--- src/rtl/gaus_line_fetch.sv ---
// rtl/gaus_line_fetch.sv - Gaussian line-buffer read sequencer emitting 3-row vertical bundles
module gaus_line_fetch #(
    parameter int DATA_WIDTH     = 64,
    parameter int ADDR_WIDTH     = 20,
    parameter int WORDS_PER_LINE = 80,
    parameter int NUM_LINES      = 480,
    parameter int RD_LATENCY     = 3,
    parameter int FIFO_DEPTH     = 4
) (
    input  logic                  i_clk,
    input  logic                  i_rst,
    input  logic                  i_start,
    input  logic [ADDR_WIDTH-1:0] i_frame_base,
    output logic                  o_busy,
    output logic                  o_done,
    output logic [ADDR_WIDTH-1:0] o_rd_addr,
    input  logic [DATA_WIDTH-1:0] i_rd_data,
    output logic                  o_out_valid,
    input  logic                  i_out_ready,
    output logic [DATA_WIDTH-1:0] o_out_top,
    output logic [DATA_WIDTH-1:0] o_out_mid,
    output logic [DATA_WIDTH-1:0] o_out_bot,
    output logic                  o_out_eol,
    output logic                  o_out_eof
);

    localparam int W_W = (WORDS_PER_LINE > 1) ? $clog2(WORDS_PER_LINE) : 1;
    localparam int Y_W = (NUM_LINES > 1) ? $clog2(NUM_LINES) : 1;
    localparam int P_W = (FIFO_DEPTH > 1) ? $clog2(FIFO_DEPTH) : 1;
    localparam int C_W = $clog2(FIFO_DEPTH + 1);

    localparam logic [1:0] S_IDLE  = 2'd0;
    localparam logic [1:0] S_ISSUE = 2'd1;
    localparam logic [1:0] S_DRAIN = 2'd2;

    logic [1:0]            r_state;
    logic [ADDR_WIDTH-1:0] r_base;
    logic [Y_W-1:0]        r_y;
    logic [W_W-1:0]        r_w;
    logic [1:0]            r_phase;
    logic [ADDR_WIDTH-1:0] r_rd_addr;
    // tag layout: {valid, phase[1:0], eol, eof}
    logic [4:0]            r_tag [0:RD_LATENCY];
    logic [DATA_WIDTH-1:0] r_top;
    logic [DATA_WIDTH-1:0] r_mid;
    logic [DATA_WIDTH-1:0] r_mem_top [0:FIFO_DEPTH-1];
    logic [DATA_WIDTH-1:0] r_mem_mid [0:FIFO_DEPTH-1];
    logic [DATA_WIDTH-1:0] r_mem_bot [0:FIFO_DEPTH-1];
    logic [1:0]            r_mem_flag [0:FIFO_DEPTH-1];
    logic [P_W-1:0]        r_wr_ptr;
    logic [P_W-1:0]        r_rd_ptr;
    logic [C_W-1:0]        r_count;
    logic [C_W-1:0]        r_inflight;

    logic                  w_last_col;
    logic                  w_last_line;
    logic [C_W:0]          w_pending;
    logic                  w_credit;
    logic                  w_issue;
    logic                  w_issue_p0;
    logic [Y_W-1:0]        w_line;
    logic [ADDR_WIDTH-1:0] w_base;
    logic [ADDR_WIDTH-1:0] w_addr;
    logic [4:0]            w_tag_out;
    logic                  w_fifo_wr;
    logic                  w_fifo_rd;
    logic                  w_drained;

    assign w_last_col  = (r_w == W_W'(WORDS_PER_LINE - 1));
    assign w_last_line = (r_y == Y_W'(NUM_LINES - 1));
    assign w_pending   = {1'b0, r_inflight} + {1'b0, r_count};
    assign w_credit    = (w_pending < (C_W + 1)'(FIFO_DEPTH));
    // The start cycle itself issues the first top read so the address is out one cycle later.
    assign w_issue     = ((r_state == S_IDLE) && i_start) ||
                         ((r_state == S_ISSUE) && ((r_phase != 2'd0) || w_credit));
    assign w_issue_p0  = w_issue && (r_phase == 2'd0);
    assign w_base      = (r_state == S_IDLE) ? i_frame_base : r_base;
    assign w_addr      = w_base + ADDR_WIDTH'(w_line) * ADDR_WIDTH'(WORDS_PER_LINE) + ADDR_WIDTH'(r_w);
    assign w_tag_out   = r_tag[RD_LATENCY];
    assign w_fifo_wr   = w_tag_out[4] && (w_tag_out[3:2] == 2'd2);
    assign w_fifo_rd   = o_out_valid && i_out_ready;
    assign w_drained   = (r_count == '0) && (r_inflight == '0);

    assign o_busy      = (r_state != S_IDLE);
    assign o_done      = (r_state == S_DRAIN) && w_drained;
    assign o_rd_addr   = r_rd_addr;
    assign o_out_valid = (r_count != '0);
    assign o_out_top   = r_mem_top[r_rd_ptr];
    assign o_out_mid   = r_mem_mid[r_rd_ptr];
    assign o_out_bot   = r_mem_bot[r_rd_ptr];
    assign o_out_eol   = o_out_valid && r_mem_flag[r_rd_ptr][1];
    assign o_out_eof   = o_out_valid && r_mem_flag[r_rd_ptr][0];

    // Source line for the current phase, replicating the first/last line at the frame edges
    always_comb begin
        w_line = r_y;
        if ((r_phase == 2'd0) && (r_y != '0)) begin
            w_line = r_y - Y_W'(1);
        end else if ((r_phase == 2'd2) && !w_last_line) begin
            w_line = r_y + Y_W'(1);
        end
    end

    // Frame FSM, column/line/phase counters and the registered read address
    always_ff @(posedge i_clk) begin
        if (i_rst) begin
            r_state   <= S_IDLE;
            r_base    <= '0;
            r_y       <= '0;
            r_w       <= '0;
            r_phase   <= 2'd0;
            r_rd_addr <= '0;
        end else begin
            if ((r_state == S_IDLE) && i_start) begin
                r_base  <= i_frame_base;
                r_state <= S_ISSUE;
            end
            if (w_issue) begin
                r_rd_addr <= w_addr;
                if (r_phase == 2'd2) begin
                    r_phase <= 2'd0;
                    if (w_last_col) begin
                        r_w <= '0;
                        if (w_last_line) begin
                            r_y     <= '0;
                            r_state <= S_DRAIN;
                        end else begin
                            r_y <= r_y + Y_W'(1);
                        end
                    end else begin
                        r_w <= r_w + W_W'(1);
                    end
                end else begin
                    r_phase <= r_phase + 2'd1;
                end
            end
            if ((r_state == S_DRAIN) && w_drained) begin
                r_state <= S_IDLE;
            end
        end
    end

    // Tag pipe aligns each issued read with its RAM data RD_LATENCY cycles later
    always_ff @(posedge i_clk) begin
        if (i_rst) begin
            for (int i = 0; i <= RD_LATENCY; i++) begin
                r_tag[i] <= 5'd0;
            end
        end else begin
            r_tag[0] <= {w_issue, r_phase, w_last_col, w_last_col && w_last_line};
            for (int i = 1; i <= RD_LATENCY; i++) begin
                r_tag[i] <= r_tag[i-1];
            end
        end
    end

    // Hold the top and mid words until the bottom word completes the bundle
    always_ff @(posedge i_clk) begin
        if (w_tag_out[4] && (w_tag_out[3:2] == 2'd0)) begin
            r_top <= i_rd_data;
        end
        if (w_tag_out[4] && (w_tag_out[3:2] == 2'd1)) begin
            r_mid <= i_rd_data;
        end
    end

    // Bundle FIFO storage; the bottom word goes straight from the RAM into the entry
    always_ff @(posedge i_clk) begin
        if (w_fifo_wr) begin
            r_mem_top[r_wr_ptr]  <= r_top;
            r_mem_mid[r_wr_ptr]  <= r_mid;
            r_mem_bot[r_wr_ptr]  <= i_rd_data;
            r_mem_flag[r_wr_ptr] <= w_tag_out[1:0];
        end
    end

    // FIFO pointers, occupancy and in-flight bundle count that together form the read credit
    always_ff @(posedge i_clk) begin
        if (i_rst) begin
            r_wr_ptr   <= '0;
            r_rd_ptr   <= '0;
            r_count    <= '0;
            r_inflight <= '0;
        end else begin
            if (w_fifo_wr) begin
                r_wr_ptr <= r_wr_ptr + P_W'(1);
            end
            if (w_fifo_rd) begin
                r_rd_ptr <= r_rd_ptr + P_W'(1);
            end
            r_count    <= r_count + C_W'(w_fifo_wr) - C_W'(w_fifo_rd);
            r_inflight <= r_inflight + C_W'(w_issue_p0) - C_W'(w_fifo_wr);
        end
    end

endmodule

--- config.mk ---
export PLATFORM = sky130hd
export DESIGN_NAME = gaus_line_fetch
export DESIGN_NICKNAME = d
export VERILOG_FILES = /design/src/rtl/gaus_line_fetch.sv
export SDC_FILE = /design/constraint.sdc
export NUM_CORES = 1
export LEC_CHECK = 0
export BUFFER_PORTS_ARGS = -buffer_cell sky130_fd_sc_hd__buf_2
export CAP_MARGIN = 20
export CORE_MARGIN = 4
export CORE_UTILIZATION = 40
export DETAILED_ROUTE_END_ITERATION = 8
export PLACE_DENSITY = 0.64
export SYNTH_ARGS = -nofsm -noshare
export SYNTH_HDL_FRONTEND = slang
export SYNTH_SLANG_ARGS = --single-unit
export TNS_END_PERCENT = 100
--- constraint.sdc ---
create_clock -name i_clk -period 7.2 [get_ports i_clk]
set_input_delay 0.36 -clock i_clk [delete_from_list [all_inputs] [get_ports i_clk]]
set_output_delay 0.36 -clock i_clk [all_outputs]
set_load 0.02 [all_outputs]
Word level (Yosys, flattened, before mapping)
Memory sizes are Yosys's and may differ from the RTL's. A register that Yosys moved wholly into a read port is not among the register bits. Cells that the tools add are included.

Add/sub/neg operators: 13. Multiply operators: 1. Equality and inequality tests: 7. Bitwise logic cells: 4. Mux-type cells: 28. $lt $le $gt $ge: 1. Reduce and logical (&&, ||, !) cells: 29.

Operators by type and width (number): 2-bit two-way mux (14); 9-bit two-way mux (3); 20-bit by 16-bit adder with 20-bit output (1); 20-bit by 7-bit adder with 20-bit output (1); 20-bit two-way mux (1); 5-bit two-way mux (4); 1-bit logical AND (14); 9-bit by 3-bit multiplier with 12-bit output (second input constant) (1); 9-bit by 1-bit adder with 9-bit output (second input constant) (1); 9-bit equality test (second input constant) (1); 9-bit nonzero test (1); 9-bit by 1-bit subtractor with 9-bit output (second input constant) (1); 7-bit by 1-bit adder with 7-bit output (second input constant) (1); 7-bit equality test (second input constant) (1); 7-bit two-way mux (1); 2-bit by 1-bit adder with 2-bit output (second input constant) (3); 3-bit by 1-bit adder with 3-bit output (2); 2-bit equality test (second input constant) (3); 2-bit zero test (3); 3-bit zero test (2); 3-bit by 1-bit subtractor with 3-bit output (2); 1-bit two-way mux (5); 3-bit by 3-bit adder with 4-bit output (1); 2-bit by 1-bit equality test with 1-bit output (second input constant) (2); other kinds (9) (14).

Memory bits (writable): 796. Input port bits: 88. Memories: 5. Register bits after elaboration: 198. Output and inout port bits: 217.

Memory list: r_mem_bot (words 4, width 64, rd ports 1, clocked after Yosys merged registers in 1, write ports 1, RTL line 48) `logic [DATA_WIDTH-1:0] r_mem_bot [0:FIFO_DEPTH-1];`; r_mem_mid (words 4, width 64, rd ports 1, clocked after Yosys merged registers in 1, write ports 1, RTL line 47) `logic [DATA_WIDTH-1:0] r_mem_mid [0:FIFO_DEPTH-1];`; r_mem_top (words 4, width 64, rd ports 1, clocked after Yosys merged registers in 1, write ports 1, RTL line 46) `logic [DATA_WIDTH-1:0] r_mem_top [0:FIFO_DEPTH-1];`; r_tag (words 4, width 5, rd ports 4, clocked after Yosys merged registers in 0, write ports 4, RTL line 43) `logic [4:0] r_tag [0:RD_LATENCY];`; r_mem_flag (words 4, width 2, rd ports 1, clocked after Yosys merged registers in 1, write ports 1, RTL line 49) `logic [1:0] r_mem_flag [0:FIFO_DEPTH-1];`.

Longest topological paths before layout
Gate-level depths: netlist of the first run.

Depth after elaboration: 8. Mapped depth: 26. Gate-level depth less buffers: 25.

Worst setup path before layout of the first run
OpenSTA, ideal clock, no wires.

Kind: register to register. Start point: mem r_tag[3][3], in the netlist r_tag[0][18]. End point: mem r_mem_bot[1][0] (enable). Library setup time: 578 ps. Slack: 1454 ps. Period minus slack after synthesis: 5746 ps. Arrival time: 5168 ps. Stages on the path, launching flop included: 4. Data required time: 6622 ps. Path buffers: 0. Path through: dfxtp_1 -> nand2_1 -> nor2_1 -> and2_1.

RTL lines (RTL line): start: declaration (43); end: declaration (48).

Worst setup path after layout of the first run
Start point: reg r_y[0]. End point: reg r_rd_addr[19], in the netlist o_rd_addr[19].

Word-level cells in the longest chain between the ends: 8.

RTL lines: start: declaration (RTL line 38) `logic [Y_W-1:0] r_y;`; start signal: assignment (RTL line 128) `r_y <= r_y + Y_W'(1);`; branches (longest 4 deep; another with 9-bit by 1-bit adder with 9-bit output); 9-bit two-way mux * (RTL line 97) `if ((r_phase == 2'd0) && (r_y != '0)) begin`; 9-bit by 3-bit multiplier with 12-bit output * (RTL line 78) `assign w_addr = w_base + ADDR_WIDTH'(w_line) * ADDR_WIDTH'(WORDS_PER_LINE) + ADDR_WIDTH'(r_w);`; 20-bit by 16-bit adder with 20-bit output * (RTL line 78); 20-bit by 7-bit adder with 20-bit output * (RTL line 78); end signal: assignment (RTL line 119) `r_rd_addr <= w_addr;`; end: declaration (RTL line 41) `logic [ADDR_WIDTH-1:0] r_rd_addr;`.

Every way passes the cells marked *. A chain may end at the register's enable or synchronous reset.

==> impl_metrics.tcl, run 1 <==
set metrics [dict create \
    grt-ovfl-total 0 \
    totalPowerFinal_mw 13.9 \
    clkPwrFrac_pct 36.8 \
    totalNegativeSetupSlack_ps 0 \
    antenna_found_initial 2 \
    p_switching_mw 3.61 \
    cts_tree "yes" \
    p_leak_nw 14.8 \
    period_needed_ps 5910 \
    setup_violations 0 \
    finalNetCount 2367 \
    criticalPathCategory "flip-flop to flip-flop" \
    fmax_ghz 0.169 \
    drt-pass1-iter-count 5 \
    cts.sinks 996 \
    routedWlPerCell_um 21.7 \
    cts_buffer_depth 3 \
    cpMaxStageDelayCell "or4_1" \
    rsz0062_at_grt "no" \
    syn_inst 1781 \
    path_clk_slew_ps 60 \
    worst_pin_slew_ps 1000 \
    n_antenna_cell 0 \
    seqPwrFrac_pct 46.5 \
    synth_top_flop_cell "edfxtp_1" \
    cts_setup_buffers 0 \
    grt.total_usage_pct 15.7 \
    final_common_cell "edfxtp_1" \
    place_area_sq_um 40200 \
    post_cts_resized 0 \
    initial_utilization_pct 40.4 \
    drc_errors 0 \
    finalHoldViolCount 0 \
    fin_crit_sh_pct 82.2 \
    worst_path_most_repeated_cell "ha_1" \
    crit_path_end_kind "flip-flop" \
    critPathLaunchType "flip-flop" \
    hold_buffers 84 \
    dieWidth_um 313 \
    comb_power_share_pct 16.8 \
    maxCapViolCount 0 \
    crit_path_max_fanout 9 \
    ys_seq_area_share_pct 77.8 \
    drtIter0Drc 1586 \
    async_flop_share_pct 0 \
    avgSynthCellArea_sq_um 20.9 \
    hold_class "input pin to flip-flop" \
    grt_pass1_vias 19500 \
    area_growth_pct 19.1 \
    grt_pass1_wl_um 119000 \
    gp_congestion 0.806 \
    synth.lib_cells_used.distinct 66 \
    syn_area_sq_um 37200 \
    critical_path.max_stage_delay_ps 500 \
    mostFrequentLayoutCells "edfxtp_1, buf_2, mux4_2" \
    ant_nets 0 \
    finalMaxSlewViolations 0 \
    num_vias 18300 \
    io-pin-count 305 \
    ys.warnings.count 0 \
    switching_share_pct 26.0 \
    syn_nets 1933 \
    status "completed" \
    synth-seq-cells 996 \
    fin_skew_ps 30.0 \
    design_area_sq_um 44400 \
    drive_above_1_share_pct 30.8 \
    max-slew-margin-rel_pct 33.3 \
    portBuffers 304 \
    viasPerCell 5.17 \
    die_h_um 313 \
    htree_levels 3 \
    die_area_sq_um 98000 \
    rows 111 \
    routed_wl_um 76700 \
    required_ps 7820 \
    insertion_delay_ps 680 \
    floorplan.core_area_sq_um 92100 \
    p_per_area_nw_per_um2 312 \
    grt_max_degree 145 \
    synth-edff-count 904 \
    critPathArrivalTime_ps 6530 \
    cts_buffers 100 \
    ir_drop_mv 0.193 \
    p_int_mw 10.2 \
    dp_hpwl_um 43900 \
    fin_util_pct 48.2 \
    cts-root-buf "clkbuf_16" \
]
[power groups by stage]
stage	logic (mW)	registers, mW	clock network, mW
2_1_floorplan	1.65	6.49	0
3_5_place_dp	2.34	6.57	0
4_1_cts	2.39	6.45	5.25
6_report	2.32	6.44	5.09
3_3_place_gp	2.33	6.56	0
5_1_grt	2.50	6.45	5.50
[path summary, 6_finish.rpt]
path	slack, ps	to	start	cells past startpoint
worst max-delay path	1290	o_rd_addr[19]$_SDFFE_PP0N_	r_y[0]$_SDFFE_PP0P_	25
worst min-delay path	210	flip-flop	i_out_ready	4
worst max register to register	1290	o_rd_addr[19]$_SDFFE_PP0N_	r_y[0]$_SDFFE_PP0P_	25
worst min register to register	430	r_tag[0][6]$_SDFF_PP0_	r_tag[0][1]$_SDFF_PP0_	1
[layout make-up]
type | count | area [sq um]
Clock buffer | 118 | 2630
Clock inverter | 68 | 631
Fill cell | 7575 | 47700
Inverter | 30 | 113
Multi-Input combinational cell | 681 | 7850
Sequential cell | 996 | 29000
Tap cell | 1243 | 1560
Timing Repair Buffer | 406 | 2580
[worst max-delay path, delay by kind of cell (launching register included)]
kind / cells / cell delay, ps
compound gates: 9 / 1840
xor+xnor: 1 / 140
fa+ha+maj: 6 / 1810
buf+inv: 2 / 200
flops: 1 / 410
simple gates: 7 / 1460
[kinds of logic after synthesis]
group | synth area share, %
fa+ha+maj | 2.29
compound gates | 2.29
flops | 77.8
xor+xnor | 0.729
simple gates | 3.24
mux | 12.5
buf+inv | 1.15
[stage by stage]
step	worst slack (ps)	instances	hold WS, ps
3_3_place_gp	1530	3271	416
3_5_place_dp	1360	3271	420
4_1_cts	1340	3541	141
2_1_floorplan	1450	1781	414
5_1_grt	784	3542	220
6_report	1290	3542	205
[synthesized netlist by cell type (8+ instances only)]
cell type / instances / area (sq um)
edfxtp_1: 904 / 27100
mux4_2: 194 / 4370
dfxtp_1: 92 / 1840
nand2_1: 81 / 304
ha_1: 57 / 713
a21oi_1: 42 / 210
nor2_1: 39 / 146
clkbuf_1: 38 / 143
inv_1: 30 / 113
buf_2: 26 / 130
nand3_1: 26 / 130
xnor2_1: 23 / 201
nor2b_1: 22 / 138
o21ai_0: 22 / 110
mux2_2: 18 / 203
nor3_1: 14 / 70.1
a21o_1: 9 / 67.6
buf_1: 9 / 33.8
a31oi_1: 8 / 50.1
and2_1: 8 / 50.1
xor2_1: 8 / 70.1
[routing by layer]
layer  wire, um  global-route usage, %  share of wire [%]  vias to the layer above
met5         21                      0              0.027                        -
met4       1730                   4.69                2.3                        4
met3       4320                   3.13                5.6                      117
met2      38600                   26.8                 50                      559
met1      32000                   20.4                 42                     9516
li1           -                      -                  -                     8123
[sequential cells by signal (all words and copies together), names as in the netlist, 7 cells and up, named ones only]
signal / cells
r_mem_top: 256
r_mem_mid: 256
o_rd_addr: 20
r_y: 9
r_mid: 64
r_base: 20
r_tag: 20
r_mem_flag: 8
r_w: 7
r_top: 64
r_mem_bot: 256
(Power assumes the default switching activity.)
==> run 2: changes to the inputs <==
- clock period: 7.2 -> 5.85 ns (I/O delays scaled with it)
==> impl_metrics.tcl, run 2 (same netlist as run 1, synthesis figures left out) <==
set metrics [dict create \
    fin_crit_sh_pct 95.1 \
    finalMaxSlewViolations 0 \
    routed_wl_um 77600 \
    ant_nets 0 \
    initial_utilization_pct 40.4 \
    place_area_sq_um 40300 \
    antenna_found_initial 2 \
    largestRegisters "r_mem_bot: 256 flops, r_mem_mid: 256 flops, r_mem_top: 256 flops" \
    n_antenna_cell 0 \
    drive_above_1_share_pct 31.4 \
    criticalPathCategory "flip-flop to flip-flop" \
    design_area_sq_um 44500 \
    fmax_ghz 0.180 \
    cts.sinks 996 \
    totalPowerFinal_mw 17.1 \
    p_leak_nw 14.9 \
    worstReg2RegEnd "o_rd_addr[19]$_SDFFE_PP0N_" \
    crit_path_end_kind "flip-flop" \
    hold_end "r_rd_ptr[0]$_SDFFE_PP0P_" \
    dp_hpwl_um 44700 \
    timing.hold.ws_ps 100 \
    hold_depth 4 \
    cts_buffer_depth 3 \
    drc_errors 0 \
    insertion_delay_ps 680 \
    crit_path_max_fanout 5 \
    rows 111 \
    drtIter0Drc 1420 \
    ir_drop_mv 0.296 \
    die_h_um 313 \
    viasPerCell 5.13 \
    worstRegToRegCells 24 \
    r2r-start "r_y[0]$_SDFFE_PP0P_" \
    grt.total_usage_pct 15.8 \
    cts_tree "yes" \
    max-slew-margin-rel_pct 33.4 \
    grt_pass1_vias 19300 \
    hp-start "i_out_ready" \
    portBuffers 304 \
    finalNetCount 2375 \
    cts-root-buf "clkbuf_16" \
    grt-ovfl-total 0 \
    cts_buffers 102 \
    worst_pin_slew_ps 999 \
    p_per_area_nw_per_um2 384 \
    num_vias 18200 \
    routedWlPerCell_um 21.9 \
    reg2reg_slack_ps 280 \
    drt-pass1-iter-count 5 \
    status "completed" \
    grt_pass1_wl_um 119000 \
    period_needed_ps 5570 \
    htree_levels 3 \
    finalHoldViolCount 0 \
    die_area_sq_um 98000 \
    io-pin-count 305 \
    floorplan.core_area_sq_um 92100 \
    grt_max_degree 99 \
    gp_congestion 0.818 \
    dieWidth_um 313 \
    hold_class "input pin to flip-flop" \
    final_common_cell "edfxtp_1" \
    area_growth_pct 19.6 \
    setup_violations 0 \
    path_clk_slew_ps 60 \
    mostFrequentLayoutCells "edfxtp_1, buf_2, mux4_2" \
    required_ps 6470 \
    critPathArrivalTime_ps 6180 \
    maxCapViolCount 0 \
    fin_skew_ps 40.1 \
    critPathLaunchType "flip-flop" \
]
[run 2: cell count changes in the layout (fill, tap and decap cells not counted), sizes merged]
cell / delta
clkbuf: +3
clkinv: +6
inv: -4
bufinv: -1
clkinvlp: -2
buf: +6
[run 2: area by class of cell]
type	count	area (sq um)
clock buffer	121	2660
sequential	996	29000
timing repair buffer	412	2650
inverter	30	113
fill	7499	47600
clock inverter	67	671
tap	1243	1560
multi-input combinational	681	7880
[run 2: layer usage]
layer / up-vias / GRT usage [%] / routed length, um
met3: 113 / 3.70 / 4660
met2: 521 / 26.1 / 38400
met1: 9459 / 21.2 / 32900
met5: - / 0 / 23
met4: 4 / 4.36 / 1580
li1: 8124 / - / -
[run 2: timing repair]
item                                    in CTS  in global routing
hold endpoints to repair                   404                  0
hold buffers                                84                  0
buffers inserted                             0                  1
resized for setup                            0                 10
endpoints found under the setup margin       0                  6
[run 2: metrics by stage]
| stage | setup TNS, ps | worst slack, ps | utilization (%) | std cells |
|---|---|---|---|---|
| 6_report | 0 | 284 | 48.4 | 3550 |
| 2_1_floorplan | 0 | 104 | - | 1781 |
| 4_1_cts | 0 | 37.9 | 48.3 | 3549 |
| 3_3_place_gp | 0 | 148 | 43.8 | 3276 |
| 5_1_grt | -217 | -110 | 48.4 | 3550 |
| 3_5_place_dp | 0 | 65.4 | 43.8 | 3277 |
[run 2: worst max path at each step]
stage,from,slack [ps],end
global placement,r_y[0]$_SDFFE_PP0P_,150,o_rd_addr[19]$_SDFFE_PP0N_
detailed placement,r_y[0]$_SDFFE_PP0P_,70,o_rd_addr[19]$_SDFFE_PP0N_
finish,r_y[0]$_SDFFE_PP0P_,280,o_rd_addr[19]$_SDFFE_PP0N_
global route,r_y[0]$_SDFFE_PP0P_,-110,o_rd_addr[18]$_SDFFE_PP0N_
CTS,r_y[0]$_SDFFE_PP0P_,40,o_rd_addr[19]$_SDFFE_PP0N_
floorplan,r_tag[0][18]$_SDFF_PP0_,100,r_mem_bot[1][0]$_DFFE_PP_
[run 2: critical path, stage by stage, from the launching register on]
cell	delay, ps
dfxtp_2	370
inv_1	110
ha_1	220
nor2b_1	150
a311o_1	420
or4_1	400
o21ai_0	120
xnor2_1	150
ha_1	290
ha_1	160
inv_1	70
fa_1	460
nor2b_1	130
o21ai_0	110
a21boi_1	220
o21ai_1	110
a21boi_1	170
o21a_1	160
ha_1	240
ha_1	350
o21a_1	230
nor2_1	190
a31oi_1	130
or4_1	490
nand3_1	90
[run 2: report_power, final]
part	internal [mW]	switching, mW
combinational	1.24	1.63
clock	3.60	2.72
sequential	7.77	0.141
total	12.6	4.49
==> run 3: changes to the inputs <==
- CORE_UTILIZATION: 40 -> 30
- GPL_TIMING_DRIVEN: default -> 0
- PLACE_DENSITY: 0.64 -> 0.53
- clock period: 5.85 -> 5.36 ns (I/O delays scaled with it)
==> impl_metrics.tcl, run 3 (same netlist as run 1, synthesis figures left out) <==
set metrics [dict create \
    status "completed" \
    worst_path_most_repeated_cell "nand3_2" \
    fin_crit_sh_pct 99.2 \
    grt_pass1_vias 19800 \
    ir_drop_mv 0.295 \
    n_antenna_cell 0 \
    cts_buffers 105 \
    rsz0062_at_grt "yes" \
    initial_utilization_pct 30.2 \
    mostFrequentLayoutCells "edfxtp_1, buf_2, mux4_2" \
    fillerInstances 11400 \
    grt_pass1_wl_um 132000 \
    crit_path_end_kind "flip-flop" \
    insertion_delay_ps 690 \
    grt_max_degree 50 \
    die_h_um 360 \
    p_per_area_nw_per_um2 418 \
    dieWidth_um 360 \
    ant_nets 0 \
    num_vias 18700 \
    cpMaxStageDelayCell "or4_1" \
    drc_errors 0 \
    maxCapViolCount 0 \
    max-slew-margin-rel_pct 21.6 \
    dp_cells 3746 \
    floorplan.core_area_sq_um 123000 \
    routed_wl_um 88800 \
    viasPerCell 4.63 \
    drtIter0Drc 1437 \
    fmax_ghz 0.188 \
    p_leak_nw 15.4 \
    io-pin-count 305 \
    worst_pin_slew_ps 1180 \
    cts.sinks 996 \
    htree_levels 3 \
    die_area_sq_um 130000 \
    required_ps 5940 \
    criticalPathCategory "flip-flop to flip-flop" \
    grt.total_usage_pct 13.5 \
    critical_path.max_stage_delay_ps 560 \
    final_common_cell "edfxtp_1" \
    finalHoldViolCount 0 \
    crit_chain "buf_4, ha_2, nand3_2, or3_4, nand3_2, o21ai_0, a31oi_2, ha_1, ha_2, buf_4, a21o_1, a21oi_2, nand2b_1, a21boi_0, o41ai_2, xnor2_1, ha_1, ha_4, nand3_2, nor2_2, o211ai_2, a31oi_4, or4_1, nand3_1" \
    fin_skew_ps 50.9 \
    multi_input_area_sq_um 8050 \
    register_area_sq_um 29000 \
    critPathArrivalTime_ps 5900 \
    crit_path_max_fanout 8 \
    drt-pass1-iter-count 4 \
    rows 129 \
    cts_tree "yes" \
    gp_congestion 0.759 \
    grt-ovfl-total 0 \
    portBuffers 304 \
    setup_violations 0 \
    dp_hpwl_um 58300 \
    drive_above_1_share_pct 33.1 \
    routedWlPerCell_um 22.0 \
    finalMaxSlewViolations 0 \
    cts_buffer_depth 3 \
    totalNegativeSetupSlack_ps 0 \
    path_clk_slew_ps 60 \
    fin_cells 4043 \
    cts-root-buf "clkbuf_16" \
    antenna_found_initial 2 \
    largestRegisters "r_mem_bot: 256 flops, r_mem_mid: 256 flops, r_mem_top: 256 flops" \
    period_needed_ps 5320 \
    area_growth_pct 23.9 \
    hold_class "input pin to flip-flop" \
    finalNetCount 2469 \
    critPathLaunchType "flip-flop" \
]
==> run 3: final timing paths <==
kind                               start                          to  slack [ps]  cells past startpoint
hold reg to reg   r_tag[0][4]$_SDFF_PP0_      r_tag[0][9]$_SDFF_PP0_         430                      1
hold / removal                   i_start     r_phase[0]$_SDFFE_PP0N_         120                      4
setup / recovery     r_y[0]$_SDFFE_PP0P_  o_rd_addr[19]$_SDFFE_PP0N_          40                     24
setup reg to reg     r_y[0]$_SDFFE_PP0P_  o_rd_addr[19]$_SDFFE_PP0N_          40                     24
==> run 3: worst max-delay path: cells and delay by family (launching register included) <==
kind	cells	cell delay [ps]
adder cells (fa/ha/maj)	5	1240
flip-flops	1	370
buffers and inverters	2	250
AND/OR/NAND/NOR	8	1750
XOR/XNOR	1	190
AO/OA/AOI/OAI	8	1480
==> run 3: metrics by stage <==
| stage | setup slack, ps | util [%] | hold WS (ps) | total power, mW | instance area (sq um) |
|---|---|---|---|---|---|
| floorplan | 54.5 | - | 360 | 10.9 | 37300 |
| global placement | -1830 | 33.1 | 417 | 12.2 | 40800 |
| detailed placement | -823 | 33.6 | 423 | 12.2 | 41400 |
| CTS | 38.8 | 37.2 | 29.7 | 19.6 | 45900 |
| global route | -238 | 37.4 | 113 | 20.1 | 46100 |
| finish | 44.5 | 37.4 | 120 | 19.3 | 46100 |
==> run 3: what timing repair did <==
action,CTS,global route
gates resized for setup,21,31
pin swaps,8,24
buffers inserted,7,12
hold buffers,85,0
hold endpoints to repair,405,0
setup endpoints to repair,7,6
==> run 3: metal layers <==
layer	global-route usage, %	routed length (um)	vias up
li1	-	-	8344
met5	0	0	-
met3	2.86	4570	107
met1	18.4	39600	9802
met2	22.3	43200	456
met4	2.99	1450	0
==> run 3: cell type report <==
| type | count | share of cell area, % |
|---|---|---|
| inverters | 30 | 0.260 |
| clock inverters | 70 | 1.61 |
| plain buffers | 71 | 0.662 |
| multi-input cells | 681 | 17.4 |
| flip-flops and latches | 996 | 62.9 |
| clock buffers | 126 | 5.98 |
| repair buffers | 432 | 6.74 |
| well taps | 1637 | 4.44 |
==> run 3: report_power, final <==
| group | leakage, nW | internal [mW] | switching [mW] |
|---|---|---|---|
| Combinational | 4.82 | 1.40 | 2.10 |
| Sequential | 8.90 | 8.48 | 0.0567 |
| Clock | 1.71 | 4.23 | 3.03 |
